<file path="src/rtl/serial_addsub.sv">
// serial_addsub: bit-serial two's-complement adder/subtractor.
// One full-adder cell plus a carry flop processes the operands LSB first,
// one bit per clock, behind a start/busy/done handshake. Subtraction is
// A + ~B + 1: the inverted B is loaded and the carry flop is seeded with 1.
// result/cout/ovf are only written on the final bit, so they never show
// partial sums.

module serial_addsub #(
    parameter int WIDTH = 8
) (
    input  logic             clk,
    input  logic             reset,
    input  logic             start,
    input  logic             sub,
    input  logic [WIDTH-1:0] a,
    input  logic [WIDTH-1:0] b,
    output logic             busy,
    output logic             done,
    output logic [WIDTH-1:0] result,
    output logic             cout,
    output logic             ovf
);

    // Bit counter only needs to reach WIDTH-1; the exit test stops it there.
    localparam int CW = (WIDTH > 2) ? $clog2(WIDTH) : 1;
    localparam logic [CW-1:0] LAST_BIT = CW'(WIDTH - 1);
    localparam logic [CW-1:0] CNT_ONE  = CW'(1);

    typedef enum logic [1:0] {
        ST_IDLE = 2'd0,
        ST_RUN  = 2'd1,
        ST_DONE = 2'd2
    } state_t;

    // Full-adder sum output.
    function automatic logic fa_sum(input logic x, input logic y, input logic ci);
        return x ^ y ^ ci;
    endfunction

    // Full-adder carry output (majority of the three inputs).
    function automatic logic fa_carry(input logic x, input logic y, input logic ci);
        return (x & y) | (x & ci) | (y & ci);
    endfunction

    state_t            state_r;
    state_t            state_s;
    logic [WIDTH-1:0]  sa_r;
    logic [WIDTH-1:0]  sb_r;
    logic [WIDTH-1:0]  sr_r;
    logic              c_r;
    logic [CW-1:0]     cnt_r;

    logic              accept_s;
    logic              running_s;
    logic              last_bit_s;
    logic              sum_bit_s;
    logic              carry_bit_s;

    // Handshake qualifiers and the single adder cell.
    always_comb begin
        accept_s    = 1'b0;
        running_s   = 1'b0;
        last_bit_s  = 1'b0;
        sum_bit_s   = fa_sum(sa_r[0], sb_r[0], c_r);
        carry_bit_s = fa_carry(sa_r[0], sb_r[0], c_r);
        if (state_r == ST_RUN) begin
            running_s  = 1'b1;
            last_bit_s = (cnt_r == LAST_BIT);
        end else begin
            // start is honoured in IDLE and DONE, never while running.
            accept_s = start;
        end
    end

    // Next-state logic for IDLE -> RUN -> DONE -> (RUN | IDLE).
    always_comb begin
        state_s = state_r;
        case (state_r)
            ST_IDLE: begin
                if (start) begin
                    state_s = ST_RUN;
                end else begin
                    state_s = ST_IDLE;
                end
            end
            ST_RUN: begin
                if (cnt_r == LAST_BIT) begin
                    state_s = ST_DONE;
                end else begin
                    state_s = ST_RUN;
                end
            end
            ST_DONE: begin
                if (start) begin
                    state_s = ST_RUN;
                end else begin
                    state_s = ST_IDLE;
                end
            end
            default: begin
                state_s = ST_IDLE;
            end
        endcase
    end

    // State register.
    always_ff @(posedge clk or posedge reset) begin
        if (reset) begin
            state_r <= ST_IDLE;
        end else begin
            state_r <= state_s;
        end
    end

    // Operand shift registers, carry flop, partial-sum register and bit counter.
    always_ff @(posedge clk or posedge reset) begin
        if (reset) begin
            sa_r  <= {WIDTH{1'b0}};
            sb_r  <= {WIDTH{1'b0}};
            sr_r  <= {WIDTH{1'b0}};
            c_r   <= 1'b0;
            cnt_r <= {CW{1'b0}};
        end else if (accept_s) begin
            sa_r  <= a;
            sb_r  <= sub ? ~b : b;
            sr_r  <= {WIDTH{1'b0}};
            c_r   <= sub;
            cnt_r <= {CW{1'b0}};
        end else if (running_s) begin
            sa_r <= {1'b0, sa_r[WIDTH-1:1]};
            sb_r <= {1'b0, sb_r[WIDTH-1:1]};
            sr_r <= {sum_bit_s, sr_r[WIDTH-1:1]};
            c_r  <= carry_bit_s;
            if (!last_bit_s) begin
                cnt_r <= cnt_r + CNT_ONE;
            end else begin
                cnt_r <= cnt_r;
            end
        end else begin
            sa_r  <= sa_r;
            sb_r  <= sb_r;
            sr_r  <= sr_r;
            c_r   <= c_r;
            cnt_r <= cnt_r;
        end
    end

    // Result flags: on the MSB, c_r is the carry into the MSB, so signed
    // overflow is carry-in XOR carry-out of that bit.
    always_ff @(posedge clk or posedge reset) begin
        if (reset) begin
            result <= {WIDTH{1'b0}};
            cout   <= 1'b0;
            ovf    <= 1'b0;
        end else if (last_bit_s) begin
            result <= {sum_bit_s, sr_r[WIDTH-1:1]};
            cout   <= carry_bit_s;
            ovf    <= c_r ^ carry_bit_s;
        end else begin
            result <= result;
            cout   <= cout;
            ovf    <= ovf;
        end
    end

    // Registered handshake outputs, decoded from the next state so they
    // line up with the state register.
    always_ff @(posedge clk or posedge reset) begin
        if (reset) begin
            busy <= 1'b0;
            done <= 1'b0;
        end else begin
            busy <= (state_s == ST_RUN);
            done <= (state_s == ST_DONE);
        end
    end

endmodule

</file>
<file path="config.mk">
export PLATFORM = sky130hd
export DESIGN_NAME = serial_addsub
export DESIGN_NICKNAME = d
export VERILOG_FILES = /design/src/rtl/serial_addsub.sv
export SDC_FILE = /design/constraint.sdc
export NUM_CORES = 1
export LEC_CHECK = 0
export ABC_AREA = 1
export CORE_MARGIN = 2
export CORE_UTILIZATION = 56
export DETAILED_ROUTE_END_ITERATION = 7
export HOLD_SLACK_MARGIN = 0.05
export PLACE_DENSITY_LB_ADDON = 0.2
export SLEW_MARGIN = 5
export SYNTH_ARGS = -nofsm -noshare
export SYNTH_HDL_FRONTEND = slang
export SYNTH_SLANG_ARGS = --single-unit
</file>
<file path="constraint.sdc">
create_clock -name clk -period 3.2 [get_ports clk]
set_clock_uncertainty 0.2 [all_clocks]
set_input_delay 0.64 -clock clk [delete_from_list [all_inputs] [get_ports clk]]
set_output_delay 0.64 -clock clk [all_outputs]
set_load 0.02 [all_outputs]
</file>
* Word level (Yosys, flattened, before mapping)
Index checks and enable logic that the tools add are counted.
Word-level totals: logic and storage cells 49, output and inout port bits 12, register bits 42
Operators by class: bitwise logic cells 9, multiplexer cells 18, equality and inequality tests 6, add/subtract/negate cells 1, reduce and logical (&&, ||, !) cells 4
Operators with widths (count):
- $mux 8 | 7
- $mux 3 | 3
- $not 8->8 | 1
- $mux 1 | 6
- $eq 2x1->1 const B | 2
- $eq 2x2->1 const B | 2
- $pmux 2 s2 | 1
- $add 3x1->3 const B | 1
- $and 1x1->1 | 3
- $eq 3x3->1 const B | 1
- $xor 1x1->1 | 3
- $logic_not 2->1 | 1
- $mux 2 | 1
- $ne 2x2->1 const B | 1
- $or 1x1->1 | 2
- $reduce_and 2->1 | 1
- $reduce_bool 2->1 | 1
- $reduce_or 2->1 | 1

* Logic depth before layout (Yosys ltp)
word-level depth 5, depth in mapped cells 7

* Worst setup path after synthesis
No wires, ideal clock.
path kind register -> register, from reg cnt_r[0], to reg cout, path buffers 1, clock period less this slack 1.465 ns, path slack 1.735 ns, arrival 1.148 ns, cell stages (with the launch flop) 8, path through dfrtp_1 ha_1 ha_1 nand2_1 buf_2 clkinv_2 nand2_1 nand2_1
Between the ends: word-level cells in the longest chain between the ends 2
RTL lines:
- start: declaration | line 51 | logic [CW-1:0] cnt_r;
- start signal: assignment | line 122 | cnt_r <= {CW{1'b0}};
- start signal: assignment | line 128 | cnt_r <= {CW{1'b0}};
- start signal: assignment | line 135 | cnt_r <= cnt_r + CNT_ONE;
- $eq 3x3->1 | line 68 | last_bit_s = (cnt_r == LAST_BIT);
- $mux 1 | line 66 | if (state_r == ST_RUN) begin
- end signal: assignment | line 157 | cout <= carry_bit_s;
- end signal: assignment | line 161 | cout <= cout;
- end: declaration | line 20 | output logic cout,
No other way between the ends. A chain may end at the register's enable or synchronous reset.

* Worst setup path in the final report
from in start, to reg sb_r[1]
Between the ends: word-level cells in the longest chain between the ends 2, elaborated cells between the ends (all ways) 3
RTL lines:
- start: declaration | line 13 | input logic start,
- $mux 1 (*) | line 66
- $mux 8 / $reduce_bool 2->1 (equally long branches)
- end signal: assignment | line 119 | sb_r <= {WIDTH{1'b0}};
- end signal: assignment | line 125 | sb_r <= sub ? ~b : b;
- end signal: assignment | line 131 | sb_r <= {1'b0, sb_r[WIDTH-1:1]};
- end: declaration | line 48 | logic [WIDTH-1:0] sb_r;
Mark *: on every way between the ends. The rest lies on a longest branch, timed or not.

==> summary.txt <==
Route
  – DR iter-0 viols: 45
  – WL final: roughly 3300 µm
  – Post-DR vias/cell: 5.111
  – Drt drc: 0
  – DRT Pass-1 Iters: 4
  – DR WL/cell: 11.45 µm
  – Via Count: about 1500
  – Antenna-violating nets left: 0

CTS
  – Clk root buf: clkbuf_4
  – TritonCTS clock tree: yes
  – CTS HTree Levels: 2
  – Clock buffer depth: 2
  – Setup fix buffers added after clock tree synthesis: 0
  – # hold bufs at CTS: 0
  – Post-cts resize count: 0
  – Clock transition at path regs: between 0.1 and 0.15 ns
  – Worst-Skew Late Latency: ~0.35 ns
  – Clock net sink count: 41
  – CTS buffer count: 5

Power and ir drop
  – Static Leakage: 1.133 nW
  – Pwr/cell area: 878.7 nW/µm²
  – VDD IR-drop max: roughly 430 µV

Logic synthesis
  – Mapped Cells: between 200 and 250
  – Unique masters post-synth: 18
  – Leading area contributor after synthesis: dfrtp_1
  – Post-synthesis mux area share: 0%
  – Syn avg cell area: between 8 and 9 µm²
  – Synth warn: 0
  – Adder-Cell Fraction of Synth Area: under 10%
  – Simple-Gate Fraction of Synth Area: 27.22%
  – Largest family of logic cells by synthesized area: simple AND/OR/NAND/NOR gates
  – Register area share after synthesis: 56.09%
  – Synth Area in XOR/XNOR: 0.9576%
  – Complex-gate fraction of the synthesized area: between 5 and 6%
  – #FFs+latches synth: 41
  – Synth area leaders: dfrtp_1 56%, nand2_1 15%, nand3_1 11%
  – Mapped cell area: around 1800 µm²
  – Post-synthesis net count: 237
  – Post-synth top area share: between 50% and 60%

Floorplan
  – Die area: roughly 3700 µm²
  – Die X: approximately 61 µm
  – Die height: just over 60 µm
  – Number of I/O pins: 32
  – Initial Utilization: approximately 59%
  – Site Rows: 20
  – Core Area: around 3100 µm²

Layout
  – Layout cells sized above 1: 5.738%
  – Post-layout net count: approximately 270
  – Most frequent cells in the layout: 74 x nand2_1, 41 x dfrtp_1, 39 x nand3_1
  – Most common cell after layout, fill and taps aside: nand2_1
  – Final Instance Area: between 2000 and 2500 µm²
  – Area delta synth->final: 22.37%
  – Diode count: 0

Global routing
  – Largest net degree at the start of global routing: 42
  – First-pass GRT wire length: roughly 5700 µm
  – Initial antenna violation count: 0
  – Grt ovf: 0
  – All-layer global routing usage: about a fifth
  – Vias in the first global route: 1282

STA
  – Final setup fails: 0
  – Final Cycle Share: between 60 and 70%
  – Slew Viols, Final: 0
  – Period minus WS final: between 2 and 2.5 ns
  – Highest Clock Rate: roughly 0.45 GHz
  – Setup TNS: 0 ns
  – Tightest Pin Transition: about 0.94 ns
  – Final WS setup: 0.9628 ns
  – Final hold violations: 0
  – Max transition margin: between 30 and 40%
  – RSZ-0062 raised after global routing: false

Placement
  – Post-Place Setup Slack: 0.5919 ns
  – Area of placed instances: about 2200 µm²
  – GPL Wtd Cong: between 0.8 and 0.9
  – Final HPWL DP: 2294 µm
  – PortBufs: 31

Worst setup path
  – Peak fanout along the critical path: 21
  – Worst setup EP type: register
  – CP Class: primary input to register
  – Crit path DAT: 2.33 ns
  – Worst Path Required: roughly 3.3 ns
  – CP startpoint kind: primary input

Min path
  – HP Class: register to register

Flow run
  – MaxCap Viol Count: 0

Status
  – Status: complete, no violations
-- where the power goes --
part,internal (W),switching [W]
sequential,0.000729,0.000112
clock,0.000187,0.000161
combinational,0.000318,0.000459
total,0.00123,0.000733
-- final timing paths --
kind / to / cells past startpoint / startpoint / slack [ns]
worst max-delay path: sb_r[1] / 5 / start / 0.96
worst min-delay path: sb_r[6] / 2 / sb_r[7] / 0.29
worst max register to register: cnt_r[1] / 5 / state_r[1] / 1.25
worst min register to register: sb_r[6] / 2 / sb_r[7] / 0.29
max in group asynchronous: sa_r[2] / 3 / reset / 1.97
min in group asynchronous: sr_r[5] / 3 / reset / 0.49
-- cells in the mapped netlist --
library cell,instances
clkinv_2,1
nand3_1,39
o21ai_0,2
inv_2,2
nand2_1,74
a21oi_2,1
nand3b_1,1
ha_1,2
o22ai_1,7
buf_2,9
nor2_4,1
fa_1,1
inv_1,21
xor2_1,2
dfrtp_1,41
nand2_2,1
o21ai_1,8
clkbuf_1,1
-- worst max-delay path, stage by stage --
cell and delay, ns:
clkdlybuf4s50_1 0.57, inv_1 0.33, a21oi_2 0.54, nand2_1 0.14, nand3_1 0.11
-- layout make-up --
cell class | instances | area, µm²
timing repair buffer | 32 | 317.8
sequential | 41 | 1026
clock buffer | 7 | 55.05
multi-input combinational | 139 | 663.1
fill | 232 | 839.6
tap | 44 | 55.05
clock inverter | 1 | 30.03
inverter | 24 | 91.34
-- registers in the layout, summed over array words and instances, names as in the netlist --
| signal | count |
|---|---|
| busy | 1 |
| c_r | 1 |
| cnt_r | 3 |
| cout | 1 |
| done | 1 |
| ovf | 1 |
| result | 8 |
| sa_r | 8 |
| sb_r | 8 |
| sr_r | 7 |
| state_r | 2 |
-- cells by family (layout without fill, tap and decap cells) --
group,count (synthesis),after routing
flops,41,41
fa+ha+maj,3,3
buf+inv,34,64
xor+xnor,2,2
compound gates,18,18
simple gates,116,116
-- routing by layer --
layer | vias up | part of all wire [%] | global-route usage, %
li1 | 741 | - | -
met1 | 694 | 45 | 28.27
met2 | 34 | 50 | 33.13
met3 | 3 | 4.2 | 6.303
met4 | 0 | 0.76 | 5.590
met5 | - | 0 | 0
-- stage by stage --
step,utilization (%),power [W],instances,hold slack [ns]
5_1_grt,72.72,0.002125,288,0.3194
3_5_place_dp,69.96,0.001641,280,0.2778
6_report,72.72,0.001967,288,0.2934
2_1_floorplan,-,0.001378,214,0.2658
3_3_place_gp,69.96,0.001602,280,0.2691
4_1_cts,72.72,0.001986,288,0.3014
Note: power is estimated with default switching activity, not from simulation.
